===== src/rtl/radix2_fft_stream.sv =====
`default_nettype none
// ============================================================================
// radix2_fft_stream : in-place iterative radix-2 DIT FFT, streamed load/unload
// Option FFT_STAGE_SCALE_EN : halve every butterfly output (no saturation).
// Rev 1.0
// ============================================================================
module radix2_fft_stream #(
    parameter int W     = 16,
    parameter int LOG2N = 3
) (
    input  logic             CLK,
    input  logic             RST_N,
    input  logic             in_valid,
    output logic             in_ready,
    input  logic [W-1:0]     in_real,
    input  logic [W-1:0]     in_imag,
    output logic             out_valid,
    input  logic             out_ready,
    output logic [W-1:0]     out_real,
    output logic [W-1:0]     out_imag,
    output logic [LOG2N-1:0] out_index,
    output logic             out_last,
    output logic             ovf
);
    localparam int AW = LOG2N;
    localparam int N  = 1 << LOG2N;
    localparam logic [AW-1:0] ONE        = AW'(1);
    localparam logic [AW-1:0] LAST_N     = AW'(N - 1);
    localparam logic [AW-1:0] LAST_J     = AW'(N / 2 - 1);
    localparam logic [1:0]    LAST_STAGE = 2'(LOG2N - 1);

    typedef enum logic [1:0] {
        S_LOAD    = 2'd0,
        S_COMPUTE = 2'd1,
        S_UNLOAD  = 2'd2
    } state_t;

    function automatic logic [AW-1:0] bitrev(input logic [AW-1:0] v);
        for (int i = 0; i < AW; i++) bitrev[i] = v[AW-1-i];
    endfunction

    // First half of the 16-point Q1.14 twiddle table; k < N/2 never reaches idx 8+.
    function automatic logic signed [15:0] cos_tab(input logic [2:0] i);
        case (i)
            3'd0:    cos_tab =  16'sd16384;
            3'd1:    cos_tab =  16'sd15137;
            3'd2:    cos_tab =  16'sd11585;
            3'd3:    cos_tab =  16'sd6270;
            3'd4:    cos_tab =  16'sd0;
            3'd5:    cos_tab = -16'sd6270;
            3'd6:    cos_tab = -16'sd11585;
            default: cos_tab = -16'sd15137;
        endcase
    endfunction

    function automatic logic signed [15:0] sin_tab(input logic [2:0] i);
        case (i)
            3'd0:    sin_tab = 16'sd0;
            3'd1:    sin_tab = 16'sd6270;
            3'd2:    sin_tab = 16'sd11585;
            3'd3:    sin_tab = 16'sd15137;
            3'd4:    sin_tab = 16'sd16384;
            3'd5:    sin_tab = 16'sd15137;
            3'd6:    sin_tab = 16'sd11585;
            default: sin_tab = 16'sd6270;
        endcase
    endfunction

`ifdef FFT_STAGE_SCALE_EN
    function automatic logic [W:0] narrow(input logic signed [W+1:0] v);
        narrow = {1'b0, W'(v >>> 1)};
    endfunction
`else
    localparam logic signed [W+1:0] SAT_MAX = (W+2)'((1 << (W - 1)) - 1);
    localparam logic signed [W+1:0] SAT_MIN = ~SAT_MAX;

    // MSB of the result flags a clip.
    function automatic logic [W:0] narrow(input logic signed [W+1:0] v);
        if (v > SAT_MAX)      narrow = {1'b1, W'(SAT_MAX)};
        else if (v < SAT_MIN) narrow = {1'b1, W'(SAT_MIN)};
        else                  narrow = {1'b0, W'(v)};
    endfunction
`endif

    state_t state_q, state_d;
    logic [AW-1:0] cnt_q, cnt_d, j_q, j_d, out_index_q, out_index_d;
    logic [1:0]    stage_q, stage_d;
    logic          in_ready_q, in_ready_d, out_valid_q, out_valid_d;
    logic          out_last_q, out_last_d, ovf_q, ovf_d;
    logic [W-1:0]  out_real_q, out_real_d, out_imag_q, out_imag_d;
    logic signed [W-1:0] re_q [N], re_d [N], im_q [N], im_d [N];

    logic [AW-1:0]        span, lo_mask, bf_lo, bf_top, bf_bot, bf_k;
    logic [2:0]           tw_idx;
    logic signed [15:0]   tw_re, tw_im;
    logic signed [W+16:0] br_x, bi_x, wr_x, wi_x, prod_re, prod_im;
    logic signed [W+1:0]  a_re, a_im, t_re, t_im;
    logic [W:0]           top_re, top_im, bot_re, bot_im;
    logic                 bf_clip;

    always_comb begin
        span    = ONE << stage_q;
        lo_mask = span - ONE;
        bf_lo   = j_q & lo_mask;
        bf_top  = ((j_q & ~lo_mask) << 1) | bf_lo;
        bf_bot  = bf_top | span;
        bf_k    = bf_lo << (LAST_STAGE - stage_q);
        tw_idx  = 3'(bf_k) << (4 - LOG2N);
        tw_re   = cos_tab(tw_idx);
        tw_im   = -sin_tab(tw_idx);
        br_x    = (W+17)'(re_q[bf_bot]);
        bi_x    = (W+17)'(im_q[bf_bot]);
        wr_x    = (W+17)'(tw_re);
        wi_x    = (W+17)'(tw_im);
        prod_re = br_x * wr_x - bi_x * wi_x;
        prod_im = br_x * wi_x + bi_x * wr_x;
        t_re    = (W+2)'(prod_re >>> 14);
        t_im    = (W+2)'(prod_im >>> 14);
        a_re    = (W+2)'(re_q[bf_top]);
        a_im    = (W+2)'(im_q[bf_top]);
        top_re  = narrow(a_re + t_re);
        top_im  = narrow(a_im + t_im);
        bot_re  = narrow(a_re - t_re);
        bot_im  = narrow(a_im - t_im);
        bf_clip = top_re[W] | top_im[W] | bot_re[W] | bot_im[W];
    end

    always_comb begin
        state_d     = state_q;
        cnt_d       = cnt_q;
        j_d         = j_q;
        stage_d     = stage_q;
        in_ready_d  = in_ready_q;
        out_valid_d = out_valid_q;
        out_last_d  = out_last_q;
        out_index_d = out_index_q;
        out_real_d  = out_real_q;
        out_imag_d  = out_imag_q;
        ovf_d       = ovf_q;
        re_d        = re_q;
        im_d        = im_q;
        case (state_q)
            S_LOAD: begin
                in_ready_d = 1'b1;
                if (in_valid && in_ready_q) begin
                    re_d[bitrev(cnt_q)] = in_real;
                    im_d[bitrev(cnt_q)] = in_imag;
                    if (cnt_q == '0) ovf_d = 1'b0;
                    if (cnt_q == LAST_N) begin
                        cnt_d      = '0;
                        in_ready_d = 1'b0;
                        state_d    = S_COMPUTE;
                    end else begin
                        cnt_d = cnt_q + ONE;
                    end
                end
            end
            S_COMPUTE: begin
                re_d[bf_top] = top_re[W-1:0];
                im_d[bf_top] = top_im[W-1:0];
                re_d[bf_bot] = bot_re[W-1:0];
                im_d[bf_bot] = bot_im[W-1:0];
                ovf_d        = ovf_q | bf_clip;
                if (j_q == LAST_J) begin
                    j_d = '0;
                    if (stage_q == LAST_STAGE) begin
                        stage_d = '0;
                        state_d = S_UNLOAD;
                    end else begin
                        stage_d = stage_q + 2'd1;
                    end
                end else begin
                    j_d = j_q + ONE;
                end
            end
            S_UNLOAD: begin
                // Entry cycle primes the output register with bin 0.
                if (!out_valid_q) begin
                    out_valid_d = 1'b1;
                    out_index_d = '0;
                    out_real_d  = re_q[0];
                    out_imag_d  = im_q[0];
                    out_last_d  = (LAST_N == '0);
                end else if (out_ready) begin
                    if (out_last_q) begin
                        out_valid_d = 1'b0;
                        out_last_d  = 1'b0;
                        out_index_d = '0;
                        out_real_d  = '0;
                        out_imag_d  = '0;
                        in_ready_d  = 1'b1;
                        state_d     = S_LOAD;
                    end else begin
                        out_index_d = out_index_q + ONE;
                        out_real_d  = re_q[out_index_q + ONE];
                        out_imag_d  = im_q[out_index_q + ONE];
                        out_last_d  = ((out_index_q + ONE) == LAST_N);
                    end
                end
            end
            default: state_d = S_LOAD;
        endcase
    end

    always_ff @(posedge CLK) begin
        if (!RST_N) begin
            state_q     <= S_LOAD;
            cnt_q       <= '0;
            j_q         <= '0;
            stage_q     <= '0;
            in_ready_q  <= 1'b0;
            out_valid_q <= 1'b0;
            out_last_q  <= 1'b0;
            out_index_q <= '0;
            out_real_q  <= '0;
            out_imag_q  <= '0;
            ovf_q       <= 1'b0;
        end else begin
            state_q     <= state_d;
            cnt_q       <= cnt_d;
            j_q         <= j_d;
            stage_q     <= stage_d;
            in_ready_q  <= in_ready_d;
            out_valid_q <= out_valid_d;
            out_last_q  <= out_last_d;
            out_index_q <= out_index_d;
            out_real_q  <= out_real_d;
            out_imag_q  <= out_imag_d;
            ovf_q       <= ovf_d;
        end
    end

    always_ff @(posedge CLK) begin
        re_q <= re_d;
        im_q <= im_d;
    end

    assign in_ready  = in_ready_q;
    assign out_valid = out_valid_q;
    assign out_last  = out_last_q;
    assign out_index = out_index_q;
    assign out_real  = out_real_q;
    assign out_imag  = out_imag_q;
    assign ovf       = ovf_q;

endmodule
`default_nettype wire


===== config.mk =====
export PLATFORM = sky130hd
export DESIGN_NAME = radix2_fft_stream
export DESIGN_NICKNAME = d
export VERILOG_FILES = /design/src/rtl/radix2_fft_stream.sv
export SDC_FILE = /design/constraint.sdc
export NUM_CORES = 2
export LEC_CHECK = 0
export BUFFER_PORTS_ARGS = -buffer_cell sky130_fd_sc_hd__buf_2
export CORE_MARGIN = 1.5
export CORE_UTILIZATION = 25
export CTS_BUF_LIST = sky130_fd_sc_hd__clkbuf_4 sky130_fd_sc_hd__clkbuf_8
export CTS_CLUSTER_DIAMETER = 50
export DETAILED_ROUTE_END_ITERATION = 8
export PLACE_DENSITY_LB_ADDON = 0.25
export SYNTH_ARGS = -nofsm -noshare
export SYNTH_HDL_FRONTEND = slang
export SYNTH_SLANG_ARGS = --single-unit

===== constraint.sdc =====
create_clock -name CLK -period 15.5 [get_ports CLK]
set_input_delay 0 -clock CLK [delete_from_list [all_inputs] [get_ports CLK]]
set_output_delay 0 -clock CLK [all_outputs]
set_load 0.01 [all_outputs]

After elaboration in Yosys (flattened, before gate mapping). Cells that the tools add are included. Widths: inputs -> output; s select.

Register bits: 305. Bits of input ports: 36. Output and inout port bits: 39. Logic and storage cells: 188.

Add/subtract/negate cells: 13. $mul: 4. Magnitude comparators: 15. Equal/unequal tests: 18. Shifts and indexed selects: 2. Muxes and demuxes: 79. Bitwise gates (word level): 13. Reduce and logical (&&, ||, !) cells: 17.

Operator list (number): $bwmux 128 (6); $pmux 128 s2 (2); $mux 16 (21); $bmux 16 s3 (6); $mux 128 (2); $demux 16 s3 (3); $mux 17 (8); $mul 16x16->32 (4); $gt 18x16->1 const B (4); $lt 18x16->1 const B (4); $pmux 16 s4 (1); $pmux 15 s3 (1); $add 16x18->18 (2); $sub 16x18->18 (2); $add 32x32->32 (1); $sub 32x32->32 (1); $ne 2x2->1 const B (9); $ge 4x4->1 const B (4); $mux 2 (8); $neg 15->16 (1); $not 3->4 (4); $mux 3 (5); $mux 1 (13); $lt 4x1->1 const B (3); other kinds (26) (46).

Logic depth before layout (Yosys ltp).
Word-level depth: 21. Mapped depth: 58. Depth with buffers taken out: 52.

Worst setup path before layout. Ideal clock, no wire load.

Kind: register to register. Start: register stage_q[0]. End: register re_q[104] (netlist bit) (data pin). Library setup time: 0.272 ns. Data arrival time: 12.802 ns. Data required time: 15.228 ns. Setup slack: 2.426 ns. Cell stages (with the launch flop): 48. Path buffers: 7. Period minus slack after synthesis: 13.074 ns. Cell sequence: dfxtp_1 inv_1 ha_1 nor2b_1 and3_1 buf_2 clkbuf_1 clkbuf_1 clkbuf_1 ha_1 clkbuf_1 inv_1 nor2_1 inv_1 ha_1 inv_1 ha_1 or2_2 [... 12 more ...] nand3_1 nor2_1 o2111a_1 or3_1 a21oi_1 o21bai_1 a21oi_1 xnor2_1 ha_1 clkbuf_1 nor4b_1 a2111oi_0 o211ai_1 nor2_1 and2_1 buf_1 nor3_1 or4b_1.

RTL lines: from (decl) (RTL line 87) `logic [1:0] stage_q, stage_d;`; from (signal assigned) (RTL line 222) `stage_q <= stage_d;`; to (signal assigned) (RTL line 234) `re_q <= re_d;`; to (decl) (RTL line 91) `logic signed [W-1:0] re_q [N], re_d [N], im_q [N], im_d [N];`.

==> summary.txt <==
Outcome = complete, but fails checks
Overall track demand over capacity in global routing = 0.207
Die outline area = 239,000 sq um
P_leak = 31.3 nW
Initial antenna violation count = 14
Dominant register cell in the synthesized netlist = sky130_fd_sc_hd__edfxtp_1
Syn avg cell area = 9.52 sq um
Crit-path slowest cell = sky130_fd_sc_hd__a21oi_1
Post-synthesis share of cell area spent on full adders, half adders and majority gates = 0.451
Worst Setup End Kind = register
Worst setup timing slack at the placement stage = 662 ps
Number of distinct library cells after synthesis = 87
Combined area of all synthesized cells = 59,000 sq um
First-pass iteration count of the detailed router = 6
Worst-case register-to-register setup slack = 670 ps
Width of the chip = 489 um
Transition time at the pin with the least slew margin = 1450 ps
Gr ovfl total = 0
Maximum resistive drop on vdd = 0.161 mV
Tightest hold margin = -6.44 ps
Total half-perimeter wirelength after legalization and detailed placement = 191,000 um
Failing checks = hold timing
Vertical die dimension = 489 um
Count of warnings emitted by yosys = 0
Commonest non-fill, non-tap cell in the layout = sky130_fd_sc_hd__inv_1
Number of instances in the synthesized netlist = 6,198
Nets = 7,829
Launch point of the worst path = stage_q[0]
Classification of the worst setup path = reg2reg
CTS resizes = 0
Fraction of the mapped netlist area in simple logic gates = 0.102
Wire length of the first global-routing pass = 357,000 um
Multiplexer share of the synthesized area = 0.0324
Headroom to the max-slew limit = 0.0277
Routability congestion estimate = 0.934
Maximum count of clock buffers along a single path = 3
Remaining routing DRC violations = 0
Post-synthesis async set-or-reset flop share = 0
Via density per instance = 5.06
CTS tree = built
Cell at the root of the clock tree = sky130_fd_sc_hd__clkbuf_8
Reg-to-reg endpoint = im_q[84]
Number of H-tree branching levels = 2
Count of flip-flops with a built-in enable after synthesis = 256
Iteration-0 DRC count of the detailed router = 5,422
Post-synthesis share of cell area spent on xor and xnor gates = 0.0239
Flip-flop and latch count after synthesis = 305
Reg2Reg Launch Point = stage_q[0]
Fraction of the yosys area taken by sequential cells = 0.147
Combinational family with the most area after synthesis = adder cells
Achievable frequency = 67.4 MHz
Final instance area = 65,900 sq um
Total number of vias = 48,100
Worst path required time = 15,880 ps
Cell row count = 178
Min Clock Period, post-route = 14,830 ps
Maximum clock skew at final layout = 30.0 ps
Max-cap violation count = 0
Clock latency reported for the late side of the worst-skew pair = 690 ps
Final number of setup-violating endpoints = 0
Classification of the worst-slack hold path = in2reg
Number of buffers inserted by port buffering = 74
Clock Sink Count = 305
Termination of the worst setup path = im_q[84]
Compound-cell area share of the yosys netlist = 0.133
Crit path arrival time = 15,210 ps
Routed wirelength normalized by instance count = 26.0 um
Most frequent cells in the layout = sky130_fd_sc_hd__inv_1 (1,403), sky130_fd_sc_hd__fa_1 (1,081), sky130_fd_sc_hd__nand2_1 (455)
Clock transition time at the flip-flop clock pins of the worst setup and hold paths = 80 ps
Final Worst Setup Slack = 670 ps
Unrepaired setup endpoints after global routing = no
Final period util = 0.957
Worst reg2reg path depth = 49
Number of endpoints with negative hold slack in the final report = 6
Number of placed I/O pins = 75
Wirelength, routed = 247,000 um
Top cell by count, worst path = sky130_fd_sc_hd__fa_1
Total power divided by cell area = 69.6 nW/um^2
Vias in the first global route = 50,400
Element type at the critical path start = register
Remaining antenna violation count = 0
Maximum number of pins on one net before global-route repair = 89
Standard cell area after detailed placement = 64,400 sq um
Effective utilization at floorplan = 0.251
Core region area = 235,000 sq um
Share of cells above drive strength 1 = 0.0913
TritonCTS Buffers = 49
TNS Setup = 0 ps
Synthesis-to-layout area growth = 11.7%
Highest net fanout along the worst path = 14
CP peak stage delay = 750 ps
Number of max-slew violations in the final report = 0
registers in the layout, summed over array words and instances (netlist names), 2 cells and up:
name,flops
im_q,128
re_q,128
out_imag,16
out_real,16
cnt_q,3
j_q,3
out_index,3
stage_q,2
state_q,2
per-stage QoR:
stage	std cells	hold WS, ps	util	total power (W)
after detailed placement	9377	327	0.274	0.00361
after floorplan	6231	187	-	0.00252
after CTS	9500	7.97	0.280	0.00450
after global routing	9503	38.8	0.281	0.00476
final	9509	-6.44	0.281	0.00459
after global placement	9377	313	0.274	0.00363
area by class of cell:
cell class / count / area, sq um
diodes: 7 / 17.5
clock buffers: 64 / 793
clock inverters: 26 / 350
fillers: 25000 / 169000
inverters: 1406 / 5280
multi-input cells: 4197 / 44300
flip-flops and latches: 305 / 8670
well taps: 3150 / 3940
repair buffers: 354 / 2600
worst min-delay path by stage:
stage / startpoint / to / slack [ps] / cells after the start
2_1_floorplan: in_imag[3] / im_q[3] / 190 / 2
3_3_place_gp: in_imag[3] / im_q[3] / 310 / 3
3_5_place_dp: in_imag[3] / im_q[3] / 330 / 3
4_1_cts: RST_N / out_imag[10] / 8 / 3
5_1_grt: RST_N / out_imag[4] / 40 / 3
6_report: RST_N / out_imag[13] / -6 / 3
where the power goes:
group	total (W)	switching [W]	internal (W)	leakage, nW
Clock	0.000870	0.000397	0.000472	0.585
Sequential	0.000903	0.0000102	0.000893	2.77
Combinational	0.00282	0.00208	0.000740	27.9
Total	0.00459	0.00248	0.00211	31.3
worst max-delay path: cells and delay by family, from the launching register on:
family	cells	cell delay, ps
adder cells (fa/ha/maj)	11	4690
AO/OA/AOI/OAI	14	3810
AND/OR/NAND/NOR	13	3630
buffers and inverters	10	1490
multiplexers	1	530
flip-flops	1	350
Yosys cell counts, types with 58 or more instances:
| master | n | area, sq um |
|---|---|---|
| sky130_fd_sc_hd__a221o_1 | 58 | 581 |
| sky130_fd_sc_hd__o221ai_1 | 105 | 920 |
| sky130_fd_sc_hd__a21oi_1 | 171 | 856 |
| sky130_fd_sc_hd__nand2_1 | 460 | 1730 |
| sky130_fd_sc_hd__clkbuf_1 | 243 | 912 |
| sky130_fd_sc_hd__nor2_1 | 340 | 1280 |
| sky130_fd_sc_hd__xnor2_1 | 118 | 1030 |
| sky130_fd_sc_hd__nor3_1 | 73 | 365 |
| sky130_fd_sc_hd__mux4_2 | 68 | 1530 |
| sky130_fd_sc_hd__and2_1 | 114 | 713 |
| sky130_fd_sc_hd__o21ai_0 | 170 | 851 |
| sky130_fd_sc_hd__edfxtp_1 | 256 | 7690 |
| sky130_fd_sc_hd__o32ai_1 | 59 | 517 |
| sky130_fd_sc_hd__fa_1 | 1081 | 21600 |
| sky130_fd_sc_hd__o22ai_1 | 129 | 807 |
| sky130_fd_sc_hd__ha_1 | 399 | 4990 |
| sky130_fd_sc_hd__nand3_1 | 129 | 646 |
| sky130_fd_sc_hd__inv_1 | 1403 | 5270 |
routing by layer:
metal / GRT usage / up-vias / part of all wire
met5: 0 / - / 0.00026
met4: 0.0893 / 10 / 0.053
met3: 0.0322 / 639 / 0.082
met2: 0.335 / 2529 / 0.46
met1: 0.272 / 24500 / 0.41
li1: - / 20500 / -
what timing repair did:
action / CTS / global route
hold buffers: 33 / 0
endpoints found under the hold margin: 232 / 0
buffers inserted: 0 / 0
setup endpoints to repair: 0 / 45
cell families after synthesis:
| group | count (synthesis) |
|---|---|
| fa+ha+maj | 1480 |
| mux | 106 |
| flops | 305 |
| buf+inv | 1730 |
| other cells | 2 |
| compound gates | 1105 |
| simple gates | 1312 |
| xor+xnor | 158 |
Power figures use the tool's default switching activity.
